==> src/rtl/queue_arbiter.sv <==
// Eight-entry circular queue whose single write port is shared by two
// requesters under round-robin arbitration, with a registered pop port.
module queue_arbiter #(
    parameter int DW = 4,
    parameter int AW = 3
) (
    input  logic          clk,
    input  logic          rst,
    input  logic          push_req0,
    input  logic [DW-1:0] push_data0,
    output logic          push_gnt0,
    input  logic          push_req1,
    input  logic [DW-1:0] push_data1,
    output logic          push_gnt1,
    input  logic          pop_req,
    output logic          pop_valid,
    output logic [DW-1:0] pop_data,
    output logic          full,
    output logic          empty,
    output logic [AW:0]   count,
    output logic          prio
);

    localparam int DEPTH = 1 << AW;
    localparam logic [AW:0]   CNT_FULL = (AW+1)'(DEPTH);
    localparam logic [AW:0]   CNT_ONE  = 1;
    localparam logic [AW-1:0] PTR_ONE  = 1;

    logic [DW-1:0] mem [DEPTH];
    logic [AW-1:0] head;
    logic [AW-1:0] tail;
    logic          push_en;
    logic          pop_en;
    logic [DW-1:0] push_word;

    assign full  = (count == CNT_FULL);
    assign empty = (count == '0);

    // Handshake: a requester holds req/data until it sees its gnt in the same
    // cycle; the write happens on that edge. A pop with pop_req & ~empty is
    // accepted on the edge and pop_valid/pop_data follow for one cycle.
    always_comb begin
        push_gnt0 = 1'b0;
        push_gnt1 = 1'b0;
        if (rst && !full) begin
            if (push_req0 && push_req1) begin
                if (prio) push_gnt1 = 1'b1;
                else      push_gnt0 = 1'b1;
            end else if (push_req0) begin
                push_gnt0 = 1'b1;
            end else if (push_req1) begin
                push_gnt1 = 1'b1;
            end
        end
    end

    assign push_en   = push_gnt0 | push_gnt1;
    assign push_word = push_gnt1 ? push_data1 : push_data0;
    assign pop_en    = pop_req & ~empty;

    always_ff @(posedge clk or negedge rst) begin
        if (!rst) begin
            head      <= '0;
            tail      <= '0;
            count     <= '0;
            prio      <= 1'b0;
            pop_valid <= 1'b0;
            pop_data  <= '0;
            for (int i = 0; i < DEPTH; i++) mem[i] <= '0;
        end else begin
            if (push_en) begin
                mem[tail] <= push_word;
                tail      <= tail + PTR_ONE;
                // The loser of this grant is favoured next time.
                prio      <= push_gnt0;
            end
            pop_valid <= pop_en;
            if (pop_en) begin
                pop_data <= mem[head];
                head     <= head + PTR_ONE;
            end
            case ({push_en, pop_en})
                2'b10:   count <= count + CNT_ONE;
                2'b01:   count <= count - CNT_ONE;
                default: count <= count;
            endcase
        end
    end

endmodule

==> config.mk <==
export PLATFORM = sky130hd
export DESIGN_NAME = queue_arbiter
export DESIGN_NICKNAME = d
export VERILOG_FILES = /design/src/rtl/queue_arbiter.sv
export SDC_FILE = /design/constraint.sdc
export NUM_CORES = 1
export LEC_CHECK = 0
export BUFFER_PORTS_ARGS = -buffer_cell sky130_fd_sc_hd__buf_2
export CAP_MARGIN = 5
export CORE_UTILIZATION = 57
export CTS_CLUSTER_DIAMETER = 100
export DETAILED_ROUTE_END_ITERATION = 10
export PLACE_DENSITY = 0.78
export SETUP_SLACK_MARGIN = 0.4
export SLEW_MARGIN = 10
export SYNTH_ARGS = -nofsm -noshare
export SYNTH_HDL_FRONTEND = slang
export SYNTH_SLANG_ARGS = --single-unit
==> constraint.sdc <==
create_clock -name clk -period 2.7 [get_ports clk]
set_input_delay 0.135 -clock clk [delete_from_list [all_inputs] [get_ports clk]]
set_output_delay 0.135 -clock clk [all_outputs]
set_load 0.02 [all_outputs]
==> run_results.csv <==
group,metric,value,unit
yosys,synthCells,176,
route,wl_per_cell,17.5,µm
global_route,antenna_found_initial,0,
setup_path,r2r_cells,8,
yosys,synth_edf_count,0,
yosys,synth_cell_types,34,
final_layout,drive_above_1_share,46.2,%
pwr,p_leak,1.21,nW
die,core_region_area,3800,µm²
route,ant_nets,0,
pwr,p_per_area,1170,nW/µm²
final_layout,finalInstanceArea,2770,µm²
route,via_count,1522,
place,pre_cts_ws,0.406,ns
timing,setup_tns,0,ns
pwr,p_switching,0.00118,W
final_layout,antennaDiodeCount,0,
clock_network,numCtsBuffers,5,
pwr,internal_power,0.00207,W
clock_network,insertion_delay,0.30,ns
hold_path,hold_class,"input pin to flop",
yosys,syn_area,2350,µm²
die,fp.dieH,66.2,µm
hold_path,hold_end,"prio",
outcome,status,"finished, final reports clean",
yosys,ys_seq_area_share,51.1,%
final_layout,layout_commonest_cell,"dfrtp_1",
pwr,p_clk_share,13.5,%
timing,finalHoldViolCount,0,
die,die_area,4380,µm²
clock_network,clock_sinks,48,
clock_network,cts_tree,"done",
place,hpwl,3.25,mm
global_route,grt.overflow.total,0,
setup_path,endpoint_kind,"flop",
die,die_w,66.2,µm
timing,fin_crit_sh,83.0,%
setup_path,critPathMaxFanout,6,
setup_path,critPathKind,"flop to flop",
setup_path,cp-start-kind,"flop",
final_layout,finalNetCount,230,
place,port_buffers,26,
place,place.gp.congestion,0.780,
timing,final-max-slew-violation-count,0,
timing,rsz0062_at_grt,"true",
yosys,syn_avg_cell_area,13.3,µm²
setup_path,reg2reg_from,"count[3]",
setup_path,rrSetupSlack,0.46,ns
timing,fin_skew,0.00561,ns
run,cap_violations,0,
timing,fmax,0.446,GHz
yosys,ys_seq_elements,48,
clock_network,path_clk_slew,0.08,ns
final_layout,syn2layout_area_growth,17.8,%
route,drtIter0Drc,116,
timing,fin_ws,0.460,ns
hold_path,holdPathStages,4,
yosys,syn_nets,195,
hold_path,min-delay-start,"push_req1",
timing,fin_crit,2.24,ns
route,vias_per_cell,5.85,
die,ios,27,
yosys,yosys_warnings,0,
place,dpl_cell_area,2560,µm²
yosys,synth_ff_type,"dfrtp_1",
timing,worst_pin_slew,0.647,ns
pwr,combPwrFrac,42.2,%
final_layout,fillers,244,
pwr,seqPwrFrac,44.3,%
clock_network,root_buffer,"clkbuf_8",
global_route,grt_max_degree,50,
die,initial_core_util,61.8,%
yosys,ys_async_sr_fraction,100,%
setup_path,cp_data_arrival_time,2.41,ns
setup_path,required,2.87,ns
pwr,max-vdd-ir-drop,603,µV
pwr,swShare,36.3,%
route,wl,4.55,mm
clock_network,cts_buffer_depth,2,
route,firstDrtPassIters,4,
timing,max_slew_margin,56.6,%
global_route,grt_pass1_vias,1545,
global_route,grt_pass1_wl,7.46,mm
clock_network,cts_max_level,2,
die,num_rows,22,
timing,finalSetupViolCount,0,
global_route,grt_use_total,23.6,%
route,drc,0,
final_layout,layout_common_cells,"dfrtp_1, mux2_2, buf_2",
setup_path,r2r-end,"count[3]",
[sequential cells by signal, indices dropped and copies added (netlist names)]
| signal | cells |
|---|---|
| mem | 32 |
| count | 4 |
| pop_data | 4 |
| head | 3 |
| tail | 3 |
| pop_valid | 1 |
| prio | 1 |
[final cells by class]
type	instances	area, µm²	share of cell area, %
multi-input combinational	112	1160	41.9
clock inverter	2	13.8	0.498
inverter	7	30.0	1.09
timing repair buffer	37	215	7.78
clock buffer	6	82.6	2.99
tap	48	60.1	2.17
sequential	48	1210	43.6
[power by group through the flow]
stage / Combinational, W / Sequential [W] / Clock [W]
floorplan: 0.000995 / 0.00135 / 0
global route: 0.00150 / 0.00150 / 0.000475
CTS: 0.00127 / 0.00144 / 0.000456
detailed placement: 0.00126 / 0.00145 / 0
finish: 0.00137 / 0.00144 / 0.000439
global placement: 0.00119 / 0.00141 / 0
[how the worst max path moves through the flow]
stage / startpoint / to / cells past startpoint
after global routing: count[3] / count[3] / 9
after CTS: count[3] / count[3] / 7
final: count[3] / count[3] / 8
after detailed placement: count[3] / count[3] / 7
after global placement: count[3] / count[3] / 8
after floorplan: count[1] / count[3] / 9
[cells by family after synthesis]
group	Yosys count	share of synthesized area [%]
DFF	48	51.1
muxes	49	27.1
adders and majority gates	6	3.52
and+or+nand+nor	40	10.6
xor gates and xnor gates	6	2.24
AOI/OAI and AO/OA	11	2.50
buffers and inverters	16	2.88
[Yosys cell counts, types with 2 or more instances]
cell type | n | share of area (%)
buf_1 | 2 | 0.32
clkbuf_1 | 6 | 0.96
dfrtp_1 | 48 | 51
ha_1 | 5 | 2.7
inv_1 | 7 | 1.1
mux2_1 | 8 | 3.8
mux2_2 | 29 | 14
mux2i_1 | 4 | 1.7
mux4_2 | 8 | 7.7
nand2_1 | 14 | 2.2
nand2b_1 | 3 | 0.80
nor2_1 | 4 | 0.64
nor3_1 | 3 | 0.64
nor4_1 | 2 | 0.53
o21ai_0 | 9 | 1.9
or4b_4 | 2 | 1.2
xnor2_1 | 4 | 1.5
xor2_1 | 2 | 0.75
[metrics by stage]
step / utilization (%) / cells / power [W] / hold WS [ns]
after floorplan: - / 176 / 0.00235 / -0.161
after global placement: 67.3 / 243 / 0.00261 / 0.292
after detailed placement: 67.3 / 243 / 0.00272 / 0.301
after CTS: 70.3 / 253 / 0.00316 / 0.191
after global routing: 72.8 / 260 / 0.00348 / 0.242
final: 72.8 / 260 / 0.00325 / 0.194
[timing repair]
action	4_1_cts	5_1_grt
setup endpoints to repair	1	4
pin swaps	1	5
resized for setup	0	7
hold endpoints to repair	48	0
buffers inserted	1	7
hold buffers	1	0
[metal layers]
metal / global-route usage (%) / vias to the layer above / share of wire, %
met4: 6.38 / 0 / 0.92
met5: 0 / - / 0
met1: 29.1 / 773 / 43
met2: 41.5 / 39 / 51
li1: - / 704 / -
met3: 5.52 / 6 / 4.9
[worst max-delay path, cell delays in order (launching register included)]
cell      delay (ns)
dfrtp_2         0.45
nor4b_4         0.15
or3b_4          0.44
ha_4            0.21
ha_4            0.27
inv_1           0.07
nor4_2          0.27
nand4b_1        0.15
o311ai_1        0.11
No activity file was read; power rests on OpenSTA's default activity.
